==> src/rtl/sctag_jbi_iq.sv <==
// JBI->L2 request deframer with credit-managed input queue, plus 64-bit read-return serializer.
// Optional macro JBI_IQ_ECC_CHK_EN enables SEC/DED checking of write-data beats.
module sctag_jbi_iq #(
    parameter int IQ_DEPTH = 4
) (
    input  logic        rclk,
    input  logic        arst_l,
    input  logic        jbi_sctag_req_vld,
    input  logic [31:0] jbi_sctag_req,
    input  logic [6:0]  jbi_scbuf_ecc,
    output logic        sctag_jbi_iq_dequeue,
    output logic        iq_vld,
    input  logic        iq_rdy,
    output logic [1:0]  iq_opcode,
    output logic [11:0] iq_ctag,
    output logic [31:0] iq_addr,
    output logic [63:0] iq_wdata,
    output logic        iq_ecc_err,
    output logic        iq_ovf_err,
    input  logic        rtn_vld,
    output logic        rtn_rdy,
    input  logic [11:0] rtn_ctag,
    input  logic [63:0] rtn_data,
    input  logic        rtn_ue,
    output logic        scbuf_jbi_ctag_vld,
    output logic [31:0] scbuf_jbi_data,
    output logic        scbuf_jbi_ue_err
);
    localparam int PW = $clog2(IQ_DEPTH);
    localparam int CW = PW + 1;

    typedef enum logic [1:0] {RX_IDLE, RX_ADDR, RX_DHI, RX_DLO} rx_state_t;
    typedef enum logic [1:0] {RT_IDLE, RT_HDR, RT_HI, RT_LO} rt_state_t;
    typedef struct packed {
        logic [1:0]  opcode;
        logic [11:0] ctag;
        logic [31:0] addr;
        logic [63:0] wdata;
        logic        ecc_err;
    } entry_t;

    rx_state_t   rx_state;
    logic [1:0]  hdr_opcode;
    logic [11:0] hdr_ctag;
    logic [31:0] rx_addr;
    logic [31:0] rx_whi;
    logic        rx_err_hi;
    logic        beat_ecc_err;

    entry_t          mem [IQ_DEPTH];
    logic [PW-1:0]   wr_ptr, rd_ptr;
    logic [CW-1:0]   count;
    logic [1:0]      credit_owed;
    logic [2:0]      credit_total;

    logic   last_beat, enq_frame, rsv_done, pop, full, do_enq;
    entry_t new_entry, head;

`ifdef JBI_IQ_ECC_CHK_EN
    logic [6:0]  gen_ecc;
    logic [31:0] unused_gen_dout;
    zzecc_sctag_pgen_32b u_pgen (.dout(unused_gen_dout), .parity(gen_ecc), .din(jbi_sctag_req));
    assign beat_ecc_err = (gen_ecc != jbi_scbuf_ecc);
`else
    logic unused_ecc;
    assign unused_ecc   = ^jbi_scbuf_ecc;
    assign beat_ecc_err = 1'b0;
`endif

    assign last_beat = jbi_sctag_req_vld &&
                       ((rx_state == RX_ADDR && hdr_opcode != 2'b01) || rx_state == RX_DLO);
    assign enq_frame = last_beat && !hdr_opcode[1];
    assign rsv_done  = last_beat && hdr_opcode[1];
    assign pop       = iq_vld && iq_rdy;
    assign full      = (count == CW'(IQ_DEPTH));
    // A pop on the same edge frees the slot the arriving frame needs.
    assign do_enq    = enq_frame && (!full || pop);

    // NOTE: every variable assigned in always_comb gets a default first, so no latch is inferred.
    always_comb begin
        new_entry        = '0;
        new_entry.opcode = hdr_opcode;
        new_entry.ctag   = hdr_ctag;
        if (rx_state == RX_DLO) begin
            new_entry.addr    = rx_addr;
            new_entry.wdata   = {rx_whi, jbi_sctag_req};
            new_entry.ecc_err = rx_err_hi | beat_ecc_err;
        end else begin
            new_entry.addr = jbi_sctag_req;
        end
    end

    // NOTE: sequential state uses non-blocking assignments so every register samples pre-edge values.
    always_ff @(posedge rclk or negedge arst_l) begin
        if (!arst_l) begin
            rx_state   <= RX_IDLE;
            hdr_opcode <= '0;
            hdr_ctag   <= '0;
            rx_addr    <= '0;
            rx_whi     <= '0;
            rx_err_hi  <= 1'b0;
        end else if (jbi_sctag_req_vld) begin
            unique case (rx_state)
                RX_IDLE: begin
                    hdr_opcode <= jbi_sctag_req[31:30];
                    hdr_ctag   <= jbi_sctag_req[29:18];
                    rx_state   <= RX_ADDR;
                end
                RX_ADDR: begin
                    rx_addr  <= jbi_sctag_req;
                    rx_state <= (hdr_opcode == 2'b01) ? RX_DHI : RX_IDLE;
                end
                RX_DHI: begin
                    rx_whi    <= jbi_sctag_req;
                    rx_err_hi <= beat_ecc_err;
                    rx_state  <= RX_DLO;
                end
                RX_DLO: rx_state <= RX_IDLE;
            endcase
        end
    end

    // NOTE: queue storage is not reset; outputs are gated by iq_vld so stale entries never show.
    always_ff @(posedge rclk) begin
        if (do_enq) mem[wr_ptr] <= new_entry;
    end

    assign credit_total = {1'b0, credit_owed} + {2'b0, pop} + {2'b0, rsv_done};

    always_ff @(posedge rclk or negedge arst_l) begin
        if (!arst_l) begin
            wr_ptr               <= '0;
            rd_ptr               <= '0;
            count                <= '0;
            iq_ovf_err           <= 1'b0;
            credit_owed          <= '0;
            sctag_jbi_iq_dequeue <= 1'b0;
        end else begin
            if (do_enq) wr_ptr <= wr_ptr + PW'(1);
            if (pop)    rd_ptr <= rd_ptr + PW'(1);
            if (do_enq && !pop)      count <= count + CW'(1);
            else if (pop && !do_enq) count <= count - CW'(1);
            if (enq_frame && full && !pop) iq_ovf_err <= 1'b1;
            // Credits are owed, never merged: one pulse per cycle until the backlog drains.
            if (credit_total != 3'd0) begin
                sctag_jbi_iq_dequeue <= 1'b1;
                credit_owed          <= 2'(credit_total - 3'd1);
            end else begin
                sctag_jbi_iq_dequeue <= 1'b0;
            end
        end
    end

    assign head       = mem[rd_ptr];
    assign iq_vld     = (count != '0);
    assign iq_opcode  = iq_vld ? head.opcode  : '0;
    assign iq_ctag    = iq_vld ? head.ctag    : '0;
    assign iq_addr    = iq_vld ? head.addr    : '0;
    assign iq_wdata   = iq_vld ? head.wdata   : '0;
    assign iq_ecc_err = iq_vld ? head.ecc_err : 1'b0;

    rt_state_t   rt_state;
    logic [63:0] rt_data;
    logic        rt_ue;

    assign rtn_rdy = (rt_state == RT_IDLE) || (rt_state == RT_LO);

    always_ff @(posedge rclk or negedge arst_l) begin
        if (!arst_l) begin
            rt_state           <= RT_IDLE;
            rt_data            <= '0;
            rt_ue              <= 1'b0;
            scbuf_jbi_ctag_vld <= 1'b0;
            scbuf_jbi_data     <= '0;
            scbuf_jbi_ue_err   <= 1'b0;
        end else if (rtn_vld && rtn_rdy) begin
            rt_state           <= RT_HDR;
            rt_data            <= rtn_data;
            rt_ue              <= rtn_ue;
            scbuf_jbi_ctag_vld <= 1'b1;
            scbuf_jbi_data     <= {20'b0, rtn_ctag};
            scbuf_jbi_ue_err   <= 1'b0;
        end else begin
            scbuf_jbi_ctag_vld <= 1'b0;
            unique case (rt_state)
                RT_HDR: begin
                    rt_state         <= RT_HI;
                    scbuf_jbi_data   <= rt_data[63:32];
                    scbuf_jbi_ue_err <= rt_ue;
                end
                RT_HI: begin
                    rt_state         <= RT_LO;
                    scbuf_jbi_data   <= rt_data[31:0];
                    scbuf_jbi_ue_err <= rt_ue;
                end
                default: begin
                    rt_state         <= RT_IDLE;
                    scbuf_jbi_data   <= '0;
                    scbuf_jbi_ue_err <= 1'b0;
                end
            endcase
        end
    end
endmodule

==> config.mk <==
export PLATFORM = sky130hd
export DESIGN_NAME = sctag_jbi_iq
export DESIGN_NICKNAME = d
export VERILOG_FILES = /design/src/rtl/sctag_jbi_iq.sv
export SDC_FILE = /design/constraint.sdc
export NUM_CORES = 1
export LEC_CHECK = 0
export ABC_CLOCK_PERIOD_IN_PS = 4700
export CAP_MARGIN = 20
export CORE_UTILIZATION = 56
export DETAILED_ROUTE_END_ITERATION = 6
export PLACE_DENSITY = 0.79
export RECOVER_POWER = 100
export SLEW_MARGIN = 20
export SYNTH_ARGS = -nofsm -noshare
export SYNTH_HDL_FRONTEND = slang
export SYNTH_SLANG_ARGS = --single-unit
==> constraint.sdc <==
create_clock -name rclk -period 4.7 [get_ports rclk]
set_input_delay 0.47 -clock rclk [delete_from_list [all_inputs] [get_ports rclk]]
set_output_delay 0.47 -clock rclk [all_outputs]
set_load 0.01 [all_outputs]
Word level (Yosys, flattened, before mapping)
Memories as Yosys holds them, arrays and structs flattened.
Cells that the tools add are included.
- register bits: 192
- bits in writable memories: 444
- bits of input ports: 121
- output and inout bits: 149
- word-level logic and storage cells: 82
- memories: 1
- memories (memory ; depth ; bits a word ; rd ports ; clocked after Yosys merged registers in ; write ports ; line ; source):
    mem ; 4 ; 111 ; 1 ; 0 ; 1 ; 50 ; entry_t mem [IQ_DEPTH];
- add/sub/neg operators: 7
- equal/unequal tests: 9
- multiplexer cells: 21
- reductions and logical operators: 27
- operators with widths (kind ; number):
    two-way mux 32 bit ; 3
    two-way mux 65 bit ; 1
    two-way mux 64 bit ; 1
    one-hot mux 32 bit (2 select lines) ; 1
    two-way mux 12 bit ; 1
    logical AND 1 bit ; 11
    equality test 2 bit (second input constant) ; 4
    one-hot mux 2 bit (4 select lines) ; 1
    two-way mux 1 bit ; 7
    equality test 2 x 1 -> 1 bit (second input constant) ; 3
    two-way mux 2 bit ; 3
    two-way mux 3 bit ; 2
    AND reduction 2 bit ; 3
    nonzero test 3 bit ; 2
    adder 2 x 1 -> 2 bit (second input constant) ; 2
    logical NOT 1 bit ; 4
    logical NOT 2 bit ; 2
    one-hot mux 2 bit (2 select lines) ; 1
    adder 2 x 1 -> 3 bit ; 1
    adder 3 x 1 -> 3 bit ; 1
    adder 3 x 1 -> 3 bit (second input constant) ; 1
    equality test 3 bit (second input constant) ; 1
    logical OR 1 bit ; 3
    subtractor 3 x 1 -> 3 bit (second input constant) ; 1
    4 further kinds ; 4

Logic depth before layout (Yosys ltp)
Gate-level depths: netlist of run 1.
- word-level depth: 10
- mapped depth: 11
- gate-level depth less buffers: 10

Worst setup path before layout of run 1
Ideal clock, no wire load.
- path kind: input port to flip-flop
- start point: in jbi_sctag_req_vld
- end point: mem mem[0][100] (netlist name), enable pin
- library setup time: 0.482 ns
- arrival: 3.723 ns
- data required time: 4.218 ns
- setup slack: 0.495 ns
- stages: 4
- buffers on the path: 1
- cell sequence: buf_2 nand2_1 nor4_4 and2_1
- word-level cells in the longest chain between the ends: 5
- RTL lines (element ; line ; source):
    start: declaration ; 8 ; input logic jbi_sctag_req_vld,
    logical AND 1 bit ; 70 ; assign last_beat = jbi_sctag_req_vld &&
    logical AND 1 bit ; 72 ; assign enq_frame = last_beat && !hdr_opcode[1];
    logical AND 1 bit ; 77 ; assign do_enq = enq_frame && (!full || pop);
    net do_enq ; 56 ; logic last_beat, enq_frame, rsv_done, pop, full, do_enq;
    two-way mux 1 bit ; 125 ; if (do_enq) mem[wr_ptr] <= new_entry;
    two-way mux 1 bit (not written as such) ; 125 ;
    end: declaration ; 50 ;
The timed path passes the listed nets, and every way through them passes these cells.

Worst setup path in the final report of run 1
- start point: reg rd_ptr[1]
- end point: out iq_wdata[35]
- word-level cells in the longest chain between the ends: 2
- RTL lines (element ; line ; source):
    start: declaration ; 51 ; logic [PW-1:0] wr_ptr, rd_ptr;
    start signal: assignment ; 140 ; if (pop) rd_ptr <= rd_ptr + PW'(1);
    memory read (4 x 111 bit) ; - ;
    two-way mux 64 bit ; 159 ; assign iq_wdata = iq_vld ? head.wdata : '0;
    end: declaration ; 17 ; output logic [63:0] iq_wdata,
No other way between the ends.

==> results.yml, run 1 <==
run_status:
  status: "finished with violations"
  violations: "max-capacitance violations, max-slew violations"
drt:
  routedWlPerCell_um: 23.4
  drc_errors: 0
  drt-total-wl_um: 51800
  drt_iter0_markers: 888
  drt-vias-per-instance: 5.81
  via_count: 12840
  drt.antenna.violating_nets: 0
  drt_first_pass_iters: 5
timing:
  period_needed_ns: 3.95
  setup_viol: 0
  hold_viol: 0
  tightest_slew_ns: 2.40
  finalCritPeriodShare_pct: 84.1
  worst_slack_ns: 0.746
  maxSlewViolCount: 189
  tns_ns: 0
  max_freq_mhz: 253
  grt_setup_unrepaired: "false"
  skew_ns: 0.0202
  relSlewSlack_pct: -59.8
power:
  switching_share_pct: 29.9
  max-vdd-ir-drop_v: 0.000660
  clkPwrFrac_pct: 23.8
  p_per_area_mw_per_mm2: 628
  power.leakage_nw: 10.9
  p_switching_mw: 5.60
  p_total_mw: 18.7
  pwr-share-seq_pct: 42.4
  p_int_mw: 13.1
  comb_power_share_pct: 33.8
final_layout:
  final_common_cell: "edfxtp_1"
  syn_to_final_growth_pct: 19.9
  mostFrequentLayoutCells: "440 x edfxtp_1, 188 x dfrtp_1, 142 x mux2_2, 133 x dlygate4sd3_1, 128 x clkdlybuf4s50_1"
  num-nets-final: 1706
  final_area_sq_mm: 0.0298
  drive_above_1_share_pct: 21.9
  fill_cells: 2831
  final_util_pct: 68.7
global_route:
  grt_first_pass_wirelength_um: 79600
  antenna_found_initial: 2
  grt_pass1_vias: 13547
  grt_usage_pct: 23.8
  grt-ovfl-total: 0
  grt_max_degree: 108
clocking:
  cts_setup_buffers: 0
  cts_max_level: 2
  insertion_delay_ns: 0.62
  path_clk_slew_ns: 0.06
  cts_tree: "done"
  cts_buffers: 60
  cts_buffer_depth: 3
  clock-sinks: 632
  ctsResizeCount: 0
  cts_root_buf: "clkbuf_16"
die:
  initial_utilization_pct: 57.3
  die_h_um: 213
  core_area_sq_mm: 0.0435
  ios: 270
  fp-row-count: 76
  dieArea_sq_mm: 0.0453
  die_x_um: 213
place:
  place.port_buffers: 261
  placed_cell_area_sq_mm: 0.0281
  dp_slack_ns: 1.46
  dp_hpwl_um: 30700
  place.gp.congestion: 0.792
setup_path:
  end_kind: "output pin"
  path_max_fanout: 69
  crit_arrival_ns: 3.48
  crit_path_start_kind: "flop"
  crit_required_ns: 4.23
  path_class: "flop to output pin"
  reg2reg_depth: 4
hold_path:
  hold_depth: 3
  hold_path_class: "input port to flop"
yosys:
  syn_nets: 1442
  synthCells: 1310
  syn_area_sq_mm: 0.0249
  postSynthAreaPerCell_sq_um: 19.0
  synth_edf_count: 440
  ys_seq_elements: 632
  ys_seq_area_share_pct: 72.4
  async_flop_share_pct: 30.4
  yosys_most_used_dff: "edfxtp_1"
  ys_warn_count: 0
  synthDistinctLibCells: 35
job:
  drv_cap: 4
[power by group through the flow]
stage	Clock (mW)	Combinational [mW]	Sequential (mW)
3_3_place_gp	0	6.60	7.98
3_5_place_dp	0	6.74	8.06
6_report	4.46	6.33	7.94
2_1_floorplan	0	4.21	7.77
5_1_grt	4.74	6.86	8.07
4_1_cts	4.55	6.77	7.96
[cell usage after synthesis (13+ instances only)]
cell      instances  area share (%)
dfrtp_1         192              19
mux2_2          176             8.0
clkbuf_1         39            0.59
edfxtp_1        440              53
nor2_1           23            0.35
and3_1           64             1.6
o21ai_0          13            0.26
a22oi_1          32            0.97
buf_2            33            0.66
mux4_2          110              10
and2_1          115             2.9
nand2_1          16            0.24
[flip-flops by register name, indices dropped and copies added (netlist names), 2 cells and up, named ones only]
signal	cells
mem	440
rt_data	64
rx_addr	32
rx_whi	32
scbuf_jbi_data	32
hdr_ctag	12
count	3
credit_owed	2
hdr_opcode	2
rd_ptr	2
rt_state	2
wr_ptr	2
[critical path, cell delays in order (launching register included)]
cell and delay, ns:
dfrtp_2 1.15, buf_12 0.44, mux4_2 0.41, and2_1 0.17, dlygate4sd3_1 0.60
[path summary, 6_finish.rpt]
check / start / slack [ns] / to
worst min register to register: rx_addr[20] / 0.50 / rx_addr[20]
worst max-delay path: rd_ptr[1] / 0.75 / iq_wdata[35]
worst max register to register: count[2] / 0.97 / mem[0][46]
max in group asynchronous: arst_l / 1.99 / hdr_ctag[4]
min in group asynchronous: arst_l / 1.13 / rt_data[62]
worst min-delay path: rtn_ctag[8] / 0.42 / scbuf_jbi_data[8]
[area by class of cell]
type	instances	area (sq um)	share of cell area, %
Sequential cell	632	18000	60.4
Clock buffer	97	1680	5.64
Multi-Input combinational cell	585	6380	21.4
Tap cell	585	732	2.45
Clock inverter	15	131	0.440
Timing Repair Buffer	286	2850	9.55
Inverter	9	33.8	0.113
Antenna cell	2	5.00	0.0168
[through the flow]
stage | std cells | hold slack, ns
finish | 2211 | 0.416
global route | 2211 | 0.408
CTS | 2209 | 0.384
detailed placement | 2096 | 0.486
global placement | 2096 | 0.475
floorplan | 1310 | 0.174
[repair_timing]
item                                    in CTS  in global routing
hold buffers                                 1                  0
hold endpoints to repair                    85                  0
endpoints found under the setup margin       0                  0
[per-layer routing]
metal / GRT usage, % / vias to the layer above / wire length (um)
met5: 0 / - / 0
met4: 7.07 / 0 / 1030
met3: 5.82 / 63 / 4090
met2: 39.3 / 438 / 26100
met1: 31.7 / 6748 / 20600
li1: - / 5591 / -
[logic make-up after synthesis]
logic type,count (synthesis),share of synthesized area (%)
flops,632,72.4
mux,287,18.0
simple gates,231,5.51
buf+inv,93,1.94
compound gates,48,1.31
fa+ha+maj,11,0.613
xor+xnor,7,0.246
other cells,1,0.0151
Power figures use the tool's default switching activity.
==> inputs of run 2 (changes only) <==
--- a/config.mk
+++ b/config.mk
@@ -5,11 +5,11 @@
 export SDC_FILE = /design/constraint.sdc
 export NUM_CORES = 1
 export LEC_CHECK = 0
-export ABC_CLOCK_PERIOD_IN_PS = 4700
+export ABC_CLOCK_PERIOD_IN_PS = 3300
 export CAP_MARGIN = 20
-export CORE_UTILIZATION = 56
+export CORE_UTILIZATION = 51
 export DETAILED_ROUTE_END_ITERATION = 6
-export PLACE_DENSITY = 0.79
+export PLACE_DENSITY = 0.76
 export RECOVER_POWER = 100
 export SLEW_MARGIN = 20
 export SYNTH_ARGS = -nofsm -noshare
==> constraint.sdc (replaced) <==
create_clock -name rclk -period 3.3 [get_ports rclk]
set_input_delay 0.33 -clock rclk [delete_from_list [all_inputs] [get_ports rclk]]
set_output_delay 0.33 -clock rclk [all_outputs]
set_load 0.01 [all_outputs]
==> results.yml, run 2 (same netlist as run 1, synthesis figures left out) <==
die:
  initial_utilization_pct: 51.9
  die_h_um: 223
  core_area_sq_mm: 0.0479
  ios: 270
  fp-row-count: 80
  die_x_um: 223
  dieArea_sq_mm: 0.0497
power:
  p_int_mw: 19.4
  comb_power_share_pct: 34.7
  pwr-share-seq_pct: 40.4
  max-vdd-ir-drop_v: 0.000898
  p_per_area_mw_per_mm2: 912
  p_total_mw: 27.6
  switching_share_pct: 29.5
  p_switching_mw: 8.14
  power.leakage_nw: 11.1
  clkPwrFrac_pct: 24.9
setup_path:
  slowest_stage: "dlygate4sd3_1"
  path_class: "flop to output pin"
  max_stage_delay_ns: 0.60
  end_kind: "output pin"
  crit_required_ns: 2.97
  path_max_fanout: 19
  crit_path_cell_trace: "buf_4 > mux4_2 > and2_1 > dlygate4sd3_1"
  crit_arrival_ns: 2.82
  crit_path_start_kind: "flop"
global_route:
  grt_first_pass_wirelength_um: 79200
  grt_max_degree: 107
  antenna_found_initial: 2
  grt_usage_pct: 21.3
  grt-ovfl-total: 0
  grt_pass1_vias: 13542
final_layout:
  final_common_cell: "edfxtp_1"
  multiInputGateArea_sq_mm: 0.00637
  largest_register_ff_count: 440
  seq_area_sq_mm: 0.0180
  num-nets-final: 1730
  mostFrequentLayoutCells: "440 x edfxtp_1, 198 x clkdlybuf4s50_1, 190 x dfrtp_1, 150 x mux2_2, 110 x mux4_2"
  largest_register: "mem"
  fill_cells: 3274
  final_util_pct: 63.1
  drive_above_1_share_pct: 24.1
  syn_to_final_growth_pct: 21.6
  reg_top3: "mem (440), rt_data (64)"
drt:
  drt.antenna.violating_nets: 0
  drt-total-wl_um: 52000
  via_count: 12879
  drc_errors: 0
  drt_iter0_markers: 926
  drt-vias-per-instance: 5.68
  routedWlPerCell_um: 23.0
  drt_first_pass_iters: 7
place:
  dp_hpwl_um: 31800
  place.port_buffers: 261
  place.gp.congestion: 0.774
  dp_slack_ns: 0.614
timing:
  relSlewSlack_pct: -68.8
  maxSlewViolCount: 173
  hold_viol: 0
  skew_ns: 0.0157
  finalCritPeriodShare_pct: 95.6
  grt_setup_unrepaired: "false"
  worst_slack_ns: 0.146
  setup_viol: 0
  tightest_slew_ns: 2.53
  whs_ns: 0.276
  period_needed_ns: 3.15
  max_freq_mhz: 317
  tns_ns: 0
clocking:
  cts_buffer_depth: 3
  cts_tree: "done"
  ctsResizeCount: 0
  path_clk_slew_ns: 0.06
  cts_setup_buffers: 0
  cts_buffers: 61
  cts_root_buf: "clkbuf_16"
  hold_buffers: 1
  clock-sinks: 632
  cts_max_level: 2
  insertion_delay_ns: 0.62
run_status:
  violations: "max-capacitance violations, max-slew violations"
  status: "finished with violations"
job:
  drv_cap: 3
hold_path:
  hold_path_class: "input port to flop"
## run 2: changes by cell type in the layout (fill, tap and decap cells not counted), sizes merged
cell           previous run  this run
bufinv                    1         3
clkbuf                  109       116
diode                     2         1
dlygate4sd3             133        61
clkdlybuf4s50           128       198
buf                      13        24
dlymetal6s2s              0         1
clkinv                   10        20
inv                      12        10
## run 2: power groups by stage
stage,combinational (mW),sequential (mW),clock [mW]
4_1_cts,10.0,11.2,7.02
3_5_place_dp,9.95,11.3,0
2_1_floorplan,6.00,11.0,0
6_report,9.56,11.1,6.87
3_3_place_gp,9.75,11.2,0
5_1_grt,10.3,11.3,7.33
## run 2: layout make-up
| cell class | count | area share, % |
|---|---|---|
| Inverter | 9 | 0.112 |
| Clock inverter | 25 | 0.744 |
| Timing Repair Buffer | 309 | 10.0 |
| Multi-Input combinational cell | 585 | 21.0 |
| Sequential cell | 632 | 59.6 |
| Tap cell | 615 | 2.54 |
| Antenna cell | 1 | 0.00827 |
| Clock buffer | 91 | 5.96 |
## run 2: path summary, 6_finish.rpt
kind	cells past startpoint	startpoint	slack, ns	endpoint
worst min-delay path	3	rtn_ctag[5]	0.28	scbuf_jbi_data[5]
min in group asynchronous	2	arst_l	1.07	rt_data[55]
worst min register to register	1	iq_ovf_err	0.49	iq_ovf_err
worst max register to register	4	rx_state[0]	0.19	mem[0][84]
worst max-delay path	4	rd_ptr[0]	0.15	iq_wdata[59]
max in group asynchronous	2	arst_l	0.75	rx_whi[13]
## run 2: critical path, delay by kind of cell (launching register included)
| family | cells | cell delay [ns] |
|---|---|---|
| mux | 1 | 0.55 |
| flops | 1 | 0.48 |
| simple gates | 1 | 0.17 |
| buf+inv | 2 | 1.00 |
## run 2: per-stage QoR
step / cell area [sq um] / std cells
floorplan: 24900 / 1310
global placement: 28400 / 2149
detailed placement: 28400 / 2149
CTS: 30500 / 2266
global route: 30300 / 2266
finish: 30300 / 2267
## run 2: layer usage
metal  vias up  wire length, um  GRT usage (%)
met2       427            25900           35.3
met5         -                0              0
li1       5644                -              -
met4         0              933           5.12
met1      6733            21000           28.0
met3        75             4130           5.99
==> inputs of run 3 (changes only) <==
--- a/config.mk
+++ b/config.mk
@@ -6,7 +6,6 @@
 export NUM_CORES = 1
 export LEC_CHECK = 0
 export ABC_CLOCK_PERIOD_IN_PS = 3300
-export CAP_MARGIN = 20
 export CORE_UTILIZATION = 51
 export DETAILED_ROUTE_END_ITERATION = 6
 export PLACE_DENSITY = 0.76
==> results of run 3 <==
Final layout, timing and power as in run 2 (identical DEF).
